[src/rtl/sigma_delta_adc_if.sv]
// rtl/sigma_delta_adc_if.sv - PCM sample output bundle of the sigma-delta ADC front end
interface sigma_delta_adc_if #(
    parameter int W = 8
);
    logic [W-1:0] sample;
    logic         sample_valid;
    logic         overload;
    logic         ear_bit;

    // The ADC drives the bundle; the capture logic only observes it
    modport master (
        output sample,
        output sample_valid,
        output overload,
        output ear_bit
    );

    modport slave (
        input sample,
        input sample_valid,
        input overload,
        input ear_bit
    );
endinterface

[src/rtl/sigma_delta_adc.sv]
// rtl/sigma_delta_adc.sv - 1-bit sigma-delta ADC front end with box-car decimator and tape-level hysteresis
// Optional feature macro: SDADC_AUTO_THRESH_EN (hysteresis band centred on a tracked signal average)
module sigma_delta_adc #(
    parameter int DECIM_LOG2 = 8,
    parameter int HYST_HI    = 160,
    parameter int HYST_LO    = 96,
    parameter int HYST_DELTA = 32
) (
    input  logic              clk,
    input  logic              reset,
    input  logic              cmp_in,
    output logic              fb_out,
    sigma_delta_adc_if.master pcm
);

    localparam int W = DECIM_LOG2;
    localparam logic [W-1:0] CNT_MAX = '1;
    localparam logic [W-1:0] SAT     = '1;
    localparam logic [W:0]   FULL    = {1'b1, {W{1'b0}}};

    // Comparator synchroniser and feedback flop
    logic s1_q, s2_q, fb_q;

    // Decimator state
    logic [W-1:0] cnt_q;
    logic [W:0]   acc_q, acc_d;
    logic [W:0]   total;
    logic [W-1:0] value;
    logic         win_end;

    // Output registers
    logic [W-1:0] sample_q, sample_d;
    logic         valid_q;
    logic         ovl_q, ovl_d;
    logic         ear_q, ear_d;

    // Active hysteresis thresholds for the current sample edge
    logic [W-1:0] thr_hi, thr_lo;

    // Window bookkeeping: total includes the current bit so the last clock of a window is counted
    always_comb begin
        win_end  = (cnt_q == CNT_MAX);
        total    = acc_q + (W+1)'(s2_q);
        value    = total[W] ? SAT : total[W-1:0];
        acc_d    = win_end ? '0 : total;
        sample_d = win_end ? value : sample_q;
        ovl_d    = win_end ? ((total == '0) || (total == FULL)) : ovl_q;
    end

`ifdef SDADC_AUTO_THRESH_EN
    localparam logic [W+3:0] AVG_RST = (W+4)'(1) << (W+3);
    localparam logic [W+1:0] DELTA_W = (W+2)'(HYST_DELTA);

    logic [W+3:0] avg_q, avg_d;
    logic [W-1:0] mean;
    logic [W+1:0] hi_sum;

    // Band centred on the pre-update average, clamped into the sample range
    always_comb begin
        mean   = avg_q[W+3:4];
        hi_sum = {2'b00, mean} + DELTA_W;
        thr_hi = (hi_sum > {2'b00, SAT}) ? SAT : hi_sum[W-1:0];
        thr_lo = ({2'b00, mean} < DELTA_W) ? '0 : (mean - DELTA_W[W-1:0]);
        avg_d  = avg_q;
        if (win_end) begin
            avg_d = (W+4)'({1'b0, avg_q} + {5'b00000, value} - {5'b00000, mean});
        end
    end

    // Leaky average of samples, 4 fractional bits
    always_ff @(posedge clk) begin
        if (reset) begin
            avg_q <= AVG_RST;
        end else begin
            avg_q <= avg_d;
        end
    end
`else
    // Fixed band
    always_comb begin
        thr_hi = W'(HYST_HI);
        thr_lo = W'(HYST_LO);
    end
`endif

    // Schmitt decision on the saturated window value; between thresholds the level holds
    always_comb begin
        ear_d = ear_q;
        if (win_end) begin
            if (value >= thr_hi) begin
                ear_d = 1'b1;
            end else if (value <= thr_lo) begin
                ear_d = 1'b0;
            end
        end
    end

    // All state; a mid-window reset simply drops the partial count
    always_ff @(posedge clk) begin
        if (reset) begin
            s1_q     <= 1'b0;
            s2_q     <= 1'b0;
            fb_q     <= 1'b0;
            cnt_q    <= '0;
            acc_q    <= '0;
            sample_q <= '0;
            valid_q  <= 1'b0;
            ovl_q    <= 1'b0;
            ear_q    <= 1'b0;
        end else begin
            s1_q     <= cmp_in;
            s2_q     <= s1_q;
            fb_q     <= s2_q;
            cnt_q    <= cnt_q + W'(1);
            acc_q    <= acc_d;
            sample_q <= sample_d;
            valid_q  <= win_end;
            ovl_q    <= ovl_d;
            ear_q    <= ear_d;
        end
    end

    assign fb_out           = fb_q;
    assign pcm.sample       = sample_q;
    assign pcm.sample_valid = valid_q;
    assign pcm.overload     = ovl_q;
    assign pcm.ear_bit      = ear_q;

endmodule

[src/flat_wrapper.sv]
// flat-port wrapper written by rule: the top's interface ports become plain ports
module sigma_delta_adc_flat 
#(
    parameter int DECIM_LOG2 = 8,
    parameter int HYST_HI    = 160,
    parameter int HYST_LO    = 96,
    parameter int HYST_DELTA = 32
)
  (clk, reset, cmp_in, fb_out, pcm_sample, pcm_sample_valid, pcm_overload, pcm_ear_bit);
  sigma_delta_adc_if #(.W((8))) pcm_i ();
  input  logic clk;
  input  logic reset;
  input  logic cmp_in;
  output logic fb_out;
  output wire logic [$bits(pcm_i.sample)-1:0] pcm_sample;
  output wire logic [$bits(pcm_i.sample_valid)-1:0] pcm_sample_valid;
  output wire logic [$bits(pcm_i.overload)-1:0] pcm_overload;
  output wire logic [$bits(pcm_i.ear_bit)-1:0] pcm_ear_bit;
  assign pcm_sample = pcm_i.sample;
  assign pcm_sample_valid = pcm_i.sample_valid;
  assign pcm_overload = pcm_i.overload;
  assign pcm_ear_bit = pcm_i.ear_bit;
  sigma_delta_adc #(.DECIM_LOG2(DECIM_LOG2), .HYST_HI(HYST_HI), .HYST_LO(HYST_LO), .HYST_DELTA(HYST_DELTA)) u_core (.clk(clk), .reset(reset), .cmp_in(cmp_in), .fb_out(fb_out), .pcm(pcm_i));
endmodule
[config.mk]
export PLATFORM = sky130hd
export DESIGN_NAME = sigma_delta_adc_flat
export DESIGN_NICKNAME = d
export VERILOG_FILES = /design/src/rtl/sigma_delta_adc_if.sv /design/src/rtl/sigma_delta_adc.sv /design/src/flat_wrapper.sv
export SDC_FILE = /design/constraint.sdc
export NUM_CORES = 1
export LEC_CHECK = 0
export CAP_MARGIN = 10
export CORE_UTILIZATION = 54
export CTS_CLUSTER_DIAMETER = 200
export DETAILED_ROUTE_END_ITERATION = 16
export PLACE_DENSITY = 0.77
export SLEW_MARGIN = 5
export SYNTH_ARGS = -nofsm -noshare
export SYNTH_HDL_FRONTEND = slang
export SYNTH_SLANG_ARGS = --single-unit
[constraint.sdc]
create_clock -name clk -period 2.4 [get_ports clk]
set_clock_uncertainty 0.05 [all_clocks]
set_input_delay 0.6 -clock clk [delete_from_list [all_inputs] [get_ports clk]]
set_output_delay 0.6 -clock clk [all_outputs]
set_load 0.03 [all_outputs]
### Word level (Yosys, flattened, before mapping)

Index checks and enable logic that the tools add are counted.

* output and inout bits: 12
* input port bits: 3
* register bits after elaboration: 31
* logic and storage cells: 23

* add/sub/neg operators: 2
* order comparisons: 2
* mux-type cells: 3
* reductions and logical operators: 5
* equal/unequal tests: 2

Operators by type and width (number)
* adder 9 x 1 -> 9 bit: 1
* == test 9 bit (second input constant): 1
* zero test 9 bit: 1
* adder 8 x 1 -> 8 bit (second input constant): 1
* == test 8 bit (second input constant): 1
* greater-or-equal comparator 8 bit (second input constant): 1
* <= comparator 8 x 7 -> 1 bit (second input constant): 1
* 2-to-1 mux 8 bit: 1
* 2-to-1 mux 1 bit: 2
* AND reduction 2 bit: 1
* nonzero test 2 bit: 1
* OR reduction 2 bit: 1
* logical OR 1 bit: 1

### Depth between registers and ports, before layout

* depth after elaboration: 5
* gate-level depth with buffers: 8

### Worst setup path before layout

Ideal clock, no wire load.

* path type: flip-flop to flip-flop
* start: reg u_core.acc_q[0]
* end: reg u_core.ovl_q, in the netlist u_core.pcm.overload
* clock period less this slack: 1.824 ns
* slack: 0.576 ns
* cell stages (with the launch flop): 9
* arrival time: 1.706 ns
* required time: 2.282 ns
* cell sequence: dfxtp_1 ha_1 ha_1 buf_4 and3_4 xnor2_1 nand3_1 a211o_1 a21oi_2

* word-level cells in the longest chain between the ends: 3
* elaborated cells on any way between the ends: 4
* those cells by class: 1 x add/sub; 1 x eq/ne; 2 x reduce/logical

RTL lines
* start: declaration: line sigma_delta_adc.sv:26 `logic [W:0] acc_q, acc_d;`
* start signal: assignment: line sigma_delta_adc.sv:105 `acc_q <= '0;`
* start signal: assignment: line sigma_delta_adc.sv:115 `acc_q <= acc_d;`
* adder 9 x 1 -> 9 bit (*): line sigma_delta_adc.sv:43 `total = acc_q + (W+1)'(s2_q);`
* == test 9 bit or zero test 9 bit (tied branches): line sigma_delta_adc.sv:47 `ovl_d = win_end ? ((total == '0) || (total == FULL)) : ovl_q;`
* logical OR 1 bit (*): line sigma_delta_adc.sv:47
* end signal: assignment: line sigma_delta_adc.sv:118 `ovl_q <= ovl_d;`
* end: declaration: line sigma_delta_adc.sv:34 `logic ovl_q, ovl_d;`

Every way passes the cells marked *; elsewhere a longest branch is shown, timed or not.
A chain may end at the register's enable or synchronous reset.

### Worst setup path in the final report

* start: reg u_core.s2_q
* end: reg u_core.ovl_q, in the netlist u_core.pcm.overload

* word-level cells in the longest chain between the ends: 3
* elaborated cells on any way between the ends: 4
* those cells by class: 1 x add/sub; 1 x eq/ne; 2 x reduce/logical

RTL lines
* start: declaration: line sigma_delta_adc.sv:22 `logic s1_q, s2_q, fb_q;`
* start signal: assignment: line sigma_delta_adc.sv:112 `s2_q <= s1_q;`
* adder 9 x 1 -> 9 bit (*): line sigma_delta_adc.sv:43
* == test 9 bit or zero test 9 bit (tied branches): line sigma_delta_adc.sv:47
* logical OR 1 bit (*): line sigma_delta_adc.sv:47

Marked as above.

==> run summary <==
status -> completed
slew margin rel. -> 63.8%
first-pass GRT wire length -> 3950 um
Power Density -> 617 mW/mm^2
min cycle time layout -> 2100 ps
Synth Register Bits -> 31
DR pass1 iterations -> 4
vias per cell -> 5.50
max cap viols -> 0
core area -> 0.00245 sq mm
Fmax achieved -> 0.476 GHz
Via Count -> 1040
Final WS setup -> 301 ps
syn nets -> 151
final setup vio count -> 0
Critical Path RT -> 2620 ps
setup total negative slack -> 0 ps
dpl hpwl -> 1780 um
CTS tree -> built
Synth async-reset ratio -> 0%
Synth Warn # -> 0
clk root buf -> clkbuf_4
layout cells sized above 1 -> 12.6%
number of remaining DRC errors -> 0
final worst path period share -> 87.4%
largest net degree at the start of global routing -> 17
global-route usage over all layers -> 20.8%
Clock Path Buffers -> 2
CP Class -> register to register
maximum vdd ir drop -> 0.522 mV
die area -> 0.00279 sq mm
Final Hold Viols -> 0
number of global-route vias before repair -> 920
worst-path fanout max -> 9
Tightest Hold Check Type -> register to register
Final Max Tran Viols -> 0
antenna-violating nets left -> 0
commonest non-fill, non-tap cell in the layout -> dfxtp_1
CTS buffer count -> 5
total grt overflow -> 0
antenna violations before repair -> 0
clock sink count -> 31
Reg clk slew, reported paths -> 100 ps
Post-CTS Resized -> 0
detailed-route wire length per cell -> 13.3 um
Final nets -> 164
Netlist Area Pre-Place -> 0.00139 sq mm
post-CTS setup buffer count -> 0
Post-synth top flop -> dfxtp_1
initial core utilization -> 56.7%
# hold bufs at CTS -> 0
Die X-Extent -> 52.8 um
leak pwr -> 0.570 nW
Antenna diodes -> 0
commonest non-fill, non-tap cells in the layout -> 31 x dfxtp_1, 25 x nor2_1, 14 x clkdlybuf4s50_1
PortBufs -> 14
flop2flop setup slack -> 300 ps
Setup crit start kind -> register
fillers -> 197
sequential share of the synthesized area -> 44.6%
area grow syn2layout -> 14.7%
mean post-synth cell area -> 9.60 sq um
CTS HTree Levels -> 2
Arrival @ worst endpoint -> 2320 ps
Die Span Y -> 52.8 um
Clock Latency Late Sink -> 350 ps
Synth Instances -> 145
GP Congestion -> 0.840
RSZ-0062 raised after global routing -> false
post-place setup slack -> 368 ps
synth unique cells -> 40
EDFF count, synth -> 0
endpoint class of the critical path -> register
# IOs -> 15
Routed WL -> 2520 um
Slew @ Worst Pin -> 543 ps
# rows -> 18
initial drt markers -> 18
[cell type report]
cell class	instances	area (sq um)	area share [%]
Multi-Input combinational cell	103	698	43.7
Sequential cell	31	621	38.8
Timing Repair Buffer	15	148	9.24
Clock buffer	6	51.3	3.21
Tap cell	30	37.5	2.35
Clock inverter	2	35.0	2.19
Inverter	2	7.51	0.470
[critical path, cell delays in order, from the launching register on]
cell and delay [ps]:
dfxtp_1 340, ha_1 240, ha_1 380, and3_4 280, xnor2_1 180, nand3_1 150
a211o_1 270, a21oi_2 130
[Yosys cell counts (2+ instances only)]
cell	instances	share of area (%)
dfxtp_1	31	45
or4_1	2	1.1
buf_4	3	1.6
ha_1	3	2.7
nand2_1	6	1.6
and3_4	2	1.6
nand3_1	6	2.2
nor2b_1	6	2.7
inv_1	2	0.54
nand3_2	2	1.4
buf_1	2	0.54
nand2b_1	2	0.90
and3_1	3	1.3
buf_2	2	0.72
a311oi_2	2	2.2
xnor2_1	7	4.4
nor2_1	25	6.7
xor2_1	6	3.8
nand4_1	2	0.90
a21oi_1	4	1.4
a311oi_1	4	2.5
nor3_1	5	1.8
[state kept, by name, indices dropped and copies added, names as in the netlist]
| name | count |
|---|---|
| u_core.acc_q | 9 |
| u_core.cnt_q | 8 |
| u_core.fb_out | 1 |
| u_core.pcm.ear_bit | 1 |
| u_core.pcm.overload | 1 |
| u_core.pcm.sample | 8 |
| u_core.pcm.sample_valid | 1 |
| u_core.s1_q | 1 |
| u_core.s2_q | 1 |
[cell families after synthesis]
family | after synthesis | share of synthesized area (%)
simple gates | 68 | 26.8
flops | 31 | 44.6
compound gates | 16 | 9.43
xor+xnor | 15 | 10.5
buf+inv | 11 | 5.30
fa+ha+maj | 3 | 2.70
mux | 1 | 0.719
[metrics by stage]
step	util, %	hold slack, ps	std cells	power, W	cell area [sq um]
floorplan	-	364	145	0.000559	1390
global placement	61.6	390	181	0.000569	1510
detailed placement	61.6	401	181	0.000570	1510
CTS	65.1	417	189	0.000993	1600
global route	65.1	429	189	0.00102	1600
finish	65.1	414	189	0.000985	1600
[where the power goes]
group / total [W] / leakage, nW / internal, W / switching [W]
clock: 0.000427 / 0.0482 / 0.000246 / 0.000181
sequential: 0.000527 / 0.251 / 0.000522 / 0.00000501
combinational: 0.0000316 / 0.271 / 0.0000139 / 0.0000177
total: 0.000985 / 0.570 / 0.000781 / 0.000204
[worst paths after layout]
path                                           start  depth (start not counted)              endpoint
worst max register to register           u_core.s2_q                          7   u_core.pcm.overload
worst min register to register  u_core.pcm.sample[7]                          2  u_core.pcm.sample[7]
worst min-delay path            u_core.pcm.sample[7]                          2  u_core.pcm.sample[7]
worst max-delay path                     u_core.s2_q                          7   u_core.pcm.overload
[routing by layer]
layer  track usage (%)  part of all wire, %  up-vias
met1              25.6                   48      480
met5                 0                    0        -
met4              16.2                  3.8        0
met2              29.7                   44       22
li1                  -                    -      527
met3              6.38                  4.2       11
Note: power is estimated with default switching activity, not from simulation.
